File: src/rtl/uart_tx_sched.sv
// Two-channel frame scheduler for a shared UART transmitter: round-robin grant,
// per-frame tick timeout, and an idle gap of baud ticks between frames.
module uart_tx_sched #(
    parameter int GAP_TICKS     = 2,
    parameter int TIMEOUT_TICKS = 16
) (
    input  logic       clock,
    input  logic       rst,
    input  logic       baud_tick,
    input  logic       req0,
    input  logic       req1,
    input  logic [7:0] data0,
    input  logic [7:0] data1,
    input  logic [3:0] cfg0,
    input  logic [3:0] cfg1,
    output logic       ack0,
    output logic       ack1,
    output logic       done0,
    output logic       done1,
    output logic       send,
    output logic [7:0] tx_data,
    output logic       stop_bits,
    output logic       data_length,
    output logic [1:0] parity_type,
    input  logic       tx_active,
    input  logic       tx_done,
    output logic       busy,
    output logic       owner,
    output logic       timeout_err,
    output logic [1:0] state_o
);

    // Handshake: reqN is a level held until ackN; ackN is a one-cycle pulse on the
    // cycle after the grant edge, and the captured data/cfg stays frozen until IDLE.
    typedef enum logic [1:0] {
        IDLE = 2'd0,
        SEND = 2'd1,
        WAIT = 2'd2,
        GAP  = 2'd3
    } state_t;

    localparam int GW = (GAP_TICKS > 0) ? $clog2(GAP_TICKS + 1) : 1;
    localparam int TW = $clog2(TIMEOUT_TICKS + 1);
    localparam logic [GW-1:0] GAP_LOAD = GW'(GAP_TICKS);
    localparam logic [TW-1:0] TO_LAST  = TW'(TIMEOUT_TICKS - 1);

    state_t        state_q, state_d;
    logic [7:0]    data_q, data_d;
    logic [3:0]    cfg_q, cfg_d;
    logic          owner_q, owner_d;
    logic          last_q, last_d;
    logic          ack0_q, ack0_d, ack1_q, ack1_d;
    logic          done0_q, done0_d, done1_q, done1_d;
    logic          terr_q, terr_d;
    logic [GW-1:0] gap_q, gap_d;
    logic [TW-1:0] tick_q, tick_d;

    logic       grant_ch;
    logic [7:0] sel_data;
    logic [3:0] sel_cfg;

    // With both requesting, the channel that did not go last wins.
    assign grant_ch = (req0 && req1) ? ~last_q : req1;
    assign sel_data = grant_ch ? data1 : data0;
    assign sel_cfg  = grant_ch ? cfg1 : cfg0;

    always_ff @(posedge clock or posedge rst) begin
        if (rst) begin
            state_q <= IDLE;
            data_q  <= '0;
            cfg_q   <= '0;
            owner_q <= 1'b0;
            last_q  <= 1'b1;
            ack0_q  <= 1'b0;
            ack1_q  <= 1'b0;
            done0_q <= 1'b0;
            done1_q <= 1'b0;
            terr_q  <= 1'b0;
            gap_q   <= '0;
            tick_q  <= '0;
        end else begin
            state_q <= state_d;
            data_q  <= data_d;
            cfg_q   <= cfg_d;
            owner_q <= owner_d;
            last_q  <= last_d;
            ack0_q  <= ack0_d;
            ack1_q  <= ack1_d;
            done0_q <= done0_d;
            done1_q <= done1_d;
            terr_q  <= terr_d;
            gap_q   <= gap_d;
            tick_q  <= tick_d;
        end
    end

    always_comb begin
        state_d = state_q;
        data_d  = data_q;
        cfg_d   = cfg_q;
        owner_d = owner_q;
        last_d  = last_q;
        ack0_d  = 1'b0;
        ack1_d  = 1'b0;
        done0_d = 1'b0;
        done1_d = 1'b0;
        terr_d  = terr_q;
        gap_d   = gap_q;
        tick_d  = tick_q;
        case (state_q)
            IDLE: begin
                if (req0 || req1) begin
                    owner_d = grant_ch;
                    last_d  = grant_ch;
                    data_d  = sel_data;
                    if (!sel_cfg[2]) data_d[7] = 1'b0;
                    cfg_d   = sel_cfg;
                    ack0_d  = ~grant_ch;
                    ack1_d  = grant_ch;
                    tick_d  = '0;
                    state_d = SEND;
                end
            end
            SEND, WAIT: begin
                // A completion in the same cycle as the final tick still counts as done.
                if (tx_done) begin
                    done0_d = ~owner_q;
                    done1_d = owner_q;
                    gap_d   = GAP_LOAD;
                    state_d = GAP;
                end else if (baud_tick && tick_q == TO_LAST) begin
                    terr_d  = 1'b1;
                    gap_d   = GAP_LOAD;
                    state_d = GAP;
                end else begin
                    if (baud_tick) tick_d = tick_q + 1'b1;
                    if (state_q == SEND && tx_active) state_d = WAIT;
                end
            end
            GAP: begin
                if (gap_q == '0) state_d = IDLE;
                else if (baud_tick) gap_d = gap_q - 1'b1;
            end
            default: state_d = IDLE;
        endcase
    end

    assign ack0        = ack0_q;
    assign ack1        = ack1_q;
    assign done0       = done0_q;
    assign done1       = done1_q;
    assign send        = (state_q == SEND) || (state_q == WAIT);
    assign tx_data     = data_q;
    assign stop_bits   = cfg_q[3];
    assign data_length = cfg_q[2];
    assign parity_type = cfg_q[1:0];
    assign busy        = (state_q != IDLE);
    assign owner       = owner_q;
    assign timeout_err = terr_q;
    assign state_o     = state_q;

endmodule

File: config.mk
export PLATFORM = sky130hd
export DESIGN_NAME = uart_tx_sched
export DESIGN_NICKNAME = d
export VERILOG_FILES = /design/src/rtl/uart_tx_sched.sv
export SDC_FILE = /design/constraint.sdc
export NUM_CORES = 1
export LEC_CHECK = 0
export BUFFER_PORTS_ARGS = -buffer_cell sky130_fd_sc_hd__buf_2
export CORE_MARGIN = 3
export CORE_UTILIZATION = 52
export DETAILED_ROUTE_END_ITERATION = 10
export PLACE_DENSITY_LB_ADDON = 0.08
export SLEW_MARGIN = 15
export SYNTH_ARGS = -nofsm -noshare
export SYNTH_HDL_FRONTEND = slang
export SYNTH_SLANG_ARGS = --single-unit
File: constraint.sdc
create_clock -name clock -period 4.1 [get_ports clock]
set_clock_uncertainty 0.2 [all_clocks]
set_input_delay 0.615 -clock clock [delete_from_list [all_inputs] [get_ports clock]]
set_output_delay 0.615 -clock clock [all_outputs]
set_load 0.02 [all_outputs]
# --- Word level (Yosys, flattened, before mapping) ---
# Cells that the tools add are included.
word_totals:
  register_bits: 28
  input_bits: 31
  word_cells: 75
classes:
  addsub: 2
  n_eq_ne: 13
  muxes: 28
  bitwise: 4
  n_reduce_logical: 16
ops:
  columns: ["operator", "n"]
  rows:
  - ["5-bit two-way mux", 4]
  - ["2-bit two-way mux", 9]
  - ["2-bit inequality test, second input constant", 7]
  - ["1-bit two-way mux", 10]
  - ["5-bit case mux with 2 select lines", 1]
  - ["8-bit two-way mux", 1]
  - ["2-bit case mux with 3 select lines", 1]
  - ["3-bit AND reduction", 2]
  - ["2-bit nonzero test", 3]
  - ["5-bit by 1-bit adder with 5-bit output, second input constant", 1]
  - ["5-bit by 4-bit equality test with 1-bit output, second input constant", 1]
  - ["5-bit AND reduction", 1]
  - ["2-bit equality test, second input constant", 2]
  - ["2-bit zero test", 2]
  - ["4-bit two-way mux", 1]
  - ["4-bit inequality test, second input constant", 1]
  - ["1-bit inverter", 4]
  - ["2-bit case mux with 2 select lines", 1]
  - ["4-bit AND reduction", 1]
  - ["1-bit logical AND", 3]
  - ["3-bit inequality test, second input constant", 1]
  - ["2-bit by 1-bit equality test with 1-bit output, second input constant", 1]
  - ["1-bit logical OR", 2]
  - ["2-bit AND reduction", 1]
  - ["other kinds (2)", 2]

# --- Logic depth before layout (Yosys ltp) ---
# Gate-level depths: netlist of run 1.
logic_depth:
  word_depth: 6
  mapped_depth: 8
  depth_no_buf: 7

# --- Worst setup path after synthesis of run 1 ---
# OpenSTA, ideal clock, no wires.
synth_timing:
  path_type: "register to register"
  startpoint: "register state_q[0] (netlist: state_o[0])"
  endpoint: "register gap_q[1]"
  setup_time_ns: 0.128
  arrival_time_ns: 1.912
  setup_slack_ns: 1.861
  path_stages_with_launch: 7
  period_less_slack_ns: 2.239
  path_cell_list: "dfrtp_1 inv_1 ha_1 inv_2 o21ai_0 a221oi_2 mux2_1"
synth_between:
  elab_chain_len: 4
  elab_cells_between_ends: 10
synth_rtl:
  columns: ["item", "line_no", "rtl"]
  rows:
  - ["from (decl)", "47", "state_t state_q, state_d;"]
  - ["from (signal assigned)", "82", "state_q <= state_d;"]
  - ["2-bit by 1-bit equality test with 1-bit output or 2-bit equality test (tied branches)", "110", "case (state_q)"]
  - ["2-bit OR reduction", "110", null]
  - ["3-bit inequality test (no source line) or 2-bit nonzero test (tied branches)", null, null]
  - ["4-bit AND reduction (no source line)", null, null]
  - ["to (signal assigned)", "92", "gap_q <= gap_d;"]
  - ["to (decl)", "55", "logic [GW-1:0] gap_q, gap_d;"]
# Parallel ways exist; a longest one is shown, timed or not.
# A chain may end at the register's enable or synchronous reset.

# --- Final worst setup path of run 1 ---
layout_timing:
  startpoint: "register state_q[0] (netlist: state_o[0])"
  endpoint: "output port send"
layout_between:
  elab_chain_len: 2
  elab_cells_between_ends: 3
layout_rtl:
  columns: ["item", "line_no", "rtl"]
  rows:
  - ["2-bit by 1-bit equality test with 1-bit output or 2-bit equality test (tied branches)", "152", "assign send = (state_q == SEND) || (state_q == WAIT);"]
  - ["1-bit logical OR (*)", "152", null]
  - ["to (decl)", "20", "output logic send,"]
# Every way passes the cells marked *; elsewhere a longest branch is shown, timed or not.

==> results of run 1 <==
-- through the flow --
step                cells  util, %  hold WS [ns]  setup WS (ns)
floorplan             139        -         0.258           1.86
CTS                   222     69.4         0.296           1.79
global placement      218     67.4         0.258           1.96
finish                222     69.4         0.292           1.82
detailed placement    218     67.4         0.260           1.88
global route          222     69.4         0.297           1.67
-- layer usage --
metal | track usage (%) | vias to the layer above | routed length, µm | share of wire, %
met5 | 0 | - | 0 | 0
met4 | 5.96 | 0 | 8 | 0.30
met3 | 3.07 | 2 | 205 | 7.6
met2 | 26.3 | 40 | 1300 | 48
met1 | 22.8 | 528 | 1190 | 44
li1 | - | 595 | - | -
-- cell type report --
class	count	area share (%)
Sequential cell	28	39.7
Clock buffer	3	1.27
Multi-Input combinational cell	97	37.9
Tap cell	30	2.12
Clock inverter	1	1.70
Timing Repair Buffer	53	15.2
Inverter	10	2.12
-- worst min-delay path: cells and delay by family (launching register included) --
kind | cells | cell delay, ns
AOI/OAI and AO/OA | 1 | 0.06
DFF | 1 | 0.37
and+or+nand+nor | 1 | 0.04
-- flip-flops by register name, summed over array words and instances, names as in the netlist --
| signal | cells |
|---|---|
| tick_q | 5 |
| last_q | 1 |
| owner | 1 |
| done0 | 1 |
| cfg_q | 4 |
| timeout_err | 1 |
| done1 | 1 |
| tx_data | 8 |
| ack0 | 1 |
| state_o | 2 |
| ack1 | 1 |
| gap_q | 2 |
-- worst paths after layout --
path	cells past startpoint	to	startpoint
min in group asynchronous	2	ack0	rst
min reg2reg	2	tx_data[5]	tx_data[5]
max reg2reg	6	gap_q[1]	state_o[0]
min	2	tx_data[5]	tx_data[5]
max in group asynchronous	2	tick_q[4]	rst
max	3	send	state_o[0]
-- cells in the final DEF, fill, tap and decap left out, drive strengths merged, types with 2 or more instances in the layout --
cell type,count
a221oi,2
mux2i,13
a31oi,2
inv,10
nor3b,2
nand2,22
a21o,2
mux2,2
nor2,5
nand3,4
or4,2
a21oi,5
o21ai,17
and3,2
buf,53
clkbuf,3
nor3,3
dfrtp,27
ha,7
-- cells by family after synthesis --
group	Yosys count
AOI/OAI and AO/OA	32
and+or+nand+nor	43
adders and majority gates	7
buffers and inverters	14
DFF	28
muxes	15
-- power groups by stage --
stage,Sequential (mW),Clock [mW],Combinational (mW)
floorplan,0.563,0,0.377
global placement,0.460,0,0.652
CTS,0.458,0.184,0.669
finish,0.457,0.178,0.659
detailed placement,0.464,0,0.668
global route,0.476,0.198,0.736
==> summary.txt, run 1 <==
Setup path
  • CP Capture Type: output pin
  • CP max-delay cell: dfrtp_1
  • Critical path type: flip-flop to output pin
  • CP arrival: 1.47 ns
  • Required @ worst endpoint: 3.28 ns
  • Cell Chain, Critical Path: inv_1, ha_1, buf_2
  • Peak fanout along the critical path: 7
  • CP peak stage delay: 0.43 ns
  • R2R Setup Slk: 1.87 ns
  • Crit start category: flip-flop
  • Cell family with most CP delay: flip-flops
  • CP Buf/Inv Count: 2

Global route
  • Total track usage: 16.6%
  • First-pass GRT wire length: 4410 µm
  • Pin count of the biggest net entering global routing: 29
  • Vias in the first global route: 1014
  • Initial antenna violation count: 0
  • Congestion Overflow GR: 0

Synth
  • Synth Area in XOR/XNOR: 0%
  • Warnings, synthesis: 0
  • Most frequent cell after synthesis: dfrtp_1
  • Largest area contributor in the netlist: dfrtp_1
  • Synth cell count leaders: dfrtp_1, nand2_1, mux2i_1
  • Post-Syn Nets: 177
  • Main combinational cell family by area after synthesis: simple AND/OR/NAND/NOR gates
  • Synth top area share: 47.1%
  • Adder and majority cell fraction of the synthesized area: 6.10%
  • Post-Syn Instances: 139
  • Post-synth top flop: dfrtp_1
  • Yosys reg bits: 28
  • Synth area leaders: dfrtp_1, mux2i_1, ha_1, nand2_1, o21ai_1
  • Seq/Total Area, Yosys: 48.9%
  • Syn avg cell area: 10.3 µm²
  • Post-synth ARST share: 100%
  • EDFF count, synth: 0
  • Cell variety after synth: 31
  • Mux cell area share after synthesis: 10.6%
  • Synth Area in Compound Gates: 14.8%
  • Post-Synth Simple-Gate Area: 15.1%
  • Synth Cell Area: 1440 µm²

Timing
  • RSZ-0062 raised after global routing: no
  • Max transition margin: 32.9%
  • Final setup vio count: 0
  • Max Slew Vio Count: 0
  • Final min period: 2.28 ns
  • Final hold violation count: 0
  • Fmax: 0.438 GHz
  • Slew @ Worst Pin: 1.01 ns
  • Setup TNS Final: 0 ns
  • Final period util: 55.7%

Placement
  • DPL Wire Length: 2090 µm
  • Area after DPL: 1710 µm²
  • I/O Buffers: 52
  • GPL Wtd Cong: 0.812

Final layout
  • Final nets: 231
  • FF/Latch Area: 702 µm²
  • Share of cells above drive strength 1: 34.4%
  • Footprint of the multi-input gates: 669 µm²
  • Final instance area: 1770 µm²
  • Ant. Diodes: 0
  • Fillers: 188
  • Area delta synth->final: 23.1%

Clock tree
  • Post-CTS Resized: 0
  • TritonCTS Buffers: 3
  • Postcts setup bufs: 0
  • Clk root buf: clkbuf_4
  • CTS sink cnt: 28
  • Register clock-pin slew on the reported worst setup and hold paths: 0.15 ns
  • Clock tree buffer depth: 2
  • Hold Buf Count CTS: 0
  • Skew-Pair Late Insertion Delay: 0.32 ns
  • H-tree depth: 1
  • CTS tree: built

Flow run
  • Max Cap Violations: 0

Detailed routing
  • DRT antenna net count: 0
  • DR pass1 iterations: 4
  • Via-to-Cell Ratio: 5.25
  • Vias post-DR: 1165
  • Final WL: 2710 µm
  • Routed len/inst: 12.2 µm
  • Number of remaining DRC errors: 0
  • Drt initial violations: 47

Floorplanning
  • Die Area: 3430 µm²
  • Core area: 2540 µm²
  • Initial core utilization: 56.4%
  • Die width: 58.5 µm
  • Row count: 18
  • IO Pins: 53
  • Chip height: 58.5 µm

Power and ir drop
  • P_sw: 0.554 mW
  • Pwr dens: 732 nW/µm²
  • Design Power: 1.29 mW
  • Clk pwr share: 13.8%
  • Int Power: 0.740 mW
  • P_leak: 0.947 nW
  • Peak supply drop: 0.470 mV
  • Combinational group share of total power: 50.9%
  • Reg power frac: 35.3%
  • Sw Share: 42.8%

Outcome
  • Outcome: complete, no violations

Hold path
  • HP Class: flip-flop to flip-flop
(Power assumes the default switching activity.)
==> run 2: changes to the inputs <==
--- a/config.mk
+++ b/config.mk
@@ -7,7 +7,7 @@
 export LEC_CHECK = 0
 export BUFFER_PORTS_ARGS = -buffer_cell sky130_fd_sc_hd__buf_2
 export CORE_MARGIN = 3
-export CORE_UTILIZATION = 52
+export CORE_UTILIZATION = 48
 export DETAILED_ROUTE_END_ITERATION = 10
 export PLACE_DENSITY_LB_ADDON = 0.08
 export SLEW_MARGIN = 15
==> constraint.sdc (replaced) <==
create_clock -name clock -period 2.34 [get_ports clock]
set_clock_uncertainty 0.2 [all_clocks]
set_input_delay 0.351 -clock clock [delete_from_list [all_inputs] [get_ports clock]]
set_output_delay 0.351 -clock clock [all_outputs]
set_load 0.02 [all_outputs]
==> run 2 against run 1 <==
  * Total power is 81% higher
  * Clock power is 74% higher
  * Global-route usage is 0.47 points higher
  * Sequential power is 76% higher
  * Via count is 1.5% higher
  * Flip-flop and latch count stayed put
  * Sequential share of layout area is 0.96 points lower
  * Critical path type is now flip-flop to flip-flop
  * Critical endpoint is now gap_q[1]
==> summary.txt, run 2 (same netlist as run 1, synthesis figures left out) <==
Clock tree
  • CTS sink cnt: 28 (unchanged)
  • TritonCTS Buffers: 3 (unchanged)
  • H-tree depth: 1 (unchanged)
  • CTS tree: built
  • Register clock-pin slew on the reported worst setup and hold paths: 0.14 ns (about the same)
  • Skew-Pair Late Insertion Delay: 0.31 ns (about the same)
  • Clk root buf: clkbuf_4
  • Clock tree buffer depth: 2 (unchanged)

Final layout
  • Largest register FFs: 8 (unchanged)
  • Most common cell after layout, fill and taps aside: buf_2
  • Share of cells above drive strength 1: 36.0% (+1.7 points)
  • Ant. Diodes: 0 (unchanged)
  • Layout Cells excl Fill: 228 (+2.7%)
  • Final Core Density: 64.5% (-4.9 points)
  • Final nets: 236 (+2.2%)
  • Most frequent cells in the layout: buf_2, dfrtp_1, nand2_1
  • Area delta synth->final: 26.2%

Floorplanning
  • Core area: 2810 µm² (+10%)
  • IO Pins: 53 (unchanged)
  • Initial core utilization: 51.2% (-5.2 points)
  • Chip height: 60.7 µm (+3.7%)
  • Row count: 19 (+1)
  • Die width: 60.7 µm (+3.7%)
  • Die Area: 3680 µm² (+7.5%)

Power and ir drop
  • Clk pwr share: 13.2% (-0.6 points)
  • Pwr dens: 1290 nW/µm² (+76%)
  • Reg power frac: 34.4% (-0.9 points)
  • Int Power: 1.34 mW (+81%)
  • Combinational group share of total power: 52.4% (+1.5 points)
  • Peak supply drop: 0.576 mV (+22%)
  • Sw Share: 42.9% (+0.045 points)
  • P_sw: 1.00 mW (+81%)
  • P_leak: 0.972 nW (+2.6%)

Setup path
  • CP Buf/Inv Count: 2 (unchanged)
  • Critical path type: flip-flop to flip-flop
  • CP peak stage delay: 0.41 ns (-0.02 ns)
  • Cell Chain, Critical Path: inv_1, ha_1, inv_2, o21ai_0, a221oi_2, mux2_1
  • CP arrival: 2.22 ns (+0.75 ns)
  • CP max-delay cell: dfrtp_1
  • Cell family with most CP delay: compound AO/OA/AOI/OAI gates
  • Crit start category: flip-flop
  • CP Capture Type: flip-flop
  • Required @ worst endpoint: 2.36 ns (-0.92 ns)
  • Peak fanout along the critical path: 10 (+3)

Flow run
  • Max Cap Violations: 0 (unchanged)

Hold path
  • HP Class: primary input to flip-flop

Detailed routing
  • DRT antenna net count: 0 (unchanged)
  • Routed len/inst: 12.9 µm (+5.9%)
  • Via-to-Cell Ratio: 5.18 (-1.2%)
  • Vias post-DR: 1182 (+1.5%)
  • Drt initial violations: 33 (-30%)
  • Number of remaining DRC errors: 0 (unchanged)
  • Final WL: 2940 µm (+8.8%)
  • DR pass1 iterations: 4 (unchanged)

Global route
  • Pin count of the biggest net entering global routing: 27 (-6.9%)
  • Congestion Overflow GR: 0 (unchanged)
  • First-pass GRT wire length: 4670 µm (+5.9%)
  • Total track usage: 17.1% (+0.47 points)
  • Initial antenna violation count: 0 (unchanged)
  • Vias in the first global route: 1072 (+5.7%)

Timing
  • Final min period: 2.20 ns
  • Final setup vio count: 0 (unchanged)
  • Max Slew Vio Count: 0 (unchanged)
  • Slew @ Worst Pin: 0.706 ns (-0.300 ns)
  • Max transition margin: 52.9% (+20 points)
  • RSZ-0062 raised after global routing: no
  • Final hold violation count: 0 (unchanged)
  • Final period util: 94.1%
  • Fmax: 0.454 GHz
  • Setup TNS Final: 0 ns (unchanged)

Placement
  • Placed Cells: 220 (+0.92%)
  • GPL Wtd Cong: 0.780 (-4.0%)
  • DPL Wire Length: 2320 µm (+11%)
  • I/O Buffers: 52 (unchanged)

Outcome
  • Outcome: complete, no violations
## run 2: worst reg2reg max path: cells and delay by family (launching register included)
kind                       cells  cell delay (ns)
adders and majority gates      1             0.40
AOI/OAI and AO/OA              2             0.47
DFF                            1             0.41
buffers and inverters          2             0.26
muxes                          1             0.36
## run 2: through the flow
step | worst slack [ns] | instance area, µm² | total power [mW] | hold slack (ns)
after detailed placement | 0.120 | 1720 | 2.01 | 0.256
after floorplan | 0.101 | 1440 | 1.65 | 0.216
after global routing | 0.0117 | 1810 | 2.53 | 0.0703
after global placement | 0.210 | 1720 | 1.96 | 0.260
after CTS | 0.107 | 1790 | 2.32 | 0.0814
final | 0.139 | 1810 | 2.34 | 0.0843
## run 2: worst paths after layout
path / start / endpoint / slack (ns) / depth (start not counted)
worst min register to register: timeout_err / timeout_err / 0.29 / 1
min in group asynchronous: rst / timeout_err / 0.46 / 3
worst max-delay path: state_o[0] / gap_q[1] / 0.14 / 6
max in group asynchronous: rst / cfg_q[3] / 0.87 / 4
worst max register to register: state_o[0] / gap_q[1] / 0.14 / 6
worst min-delay path: req0 / last_q / 0.08 / 2
## run 2: layout make-up
class	count	area, µm²
Multi-Input combinational cell	97	672
Tap cell	31	38.8
Timing Repair Buffer	58	308
Clock inverter	1	30.0
Clock buffer	3	22.5
Sequential cell	28	702
Fill cell	239	995
Inverter	10	37.5
## run 2: power by group through the flow
stage | registers [mW] | logic (mW) | clock network (mW)
floorplan | 0.987 | 0.660 | 0
global placement | 0.809 | 1.15 | 0
detailed placement | 0.822 | 1.19 | 0
CTS | 0.809 | 1.19 | 0.318
global route | 0.831 | 1.36 | 0.343
finish | 0.805 | 1.23 | 0.309
## run 2: per-layer routing
metal | GRT usage (%) | up-vias | part of all wire (%)
li1 | - | 605 | -
met2 | 29.6 | 38 | 48
met4 | 4.64 | 0 | 0.65
met5 | 0 | - | 0
met3 | 2.98 | 2 | 6.6
met1 | 22.0 | 537 | 45
## run 2: repair_timing
| action | 4_1_cts | 5_1_grt |
|---|---|---|
| resized for setup | 0 | 1 |
| endpoints found under the hold margin | 17 | 0 |
| hold buffers | 1 | 0 |
| endpoints found under the setup margin | 0 | 4 |
| buffers inserted | 0 | 3 |
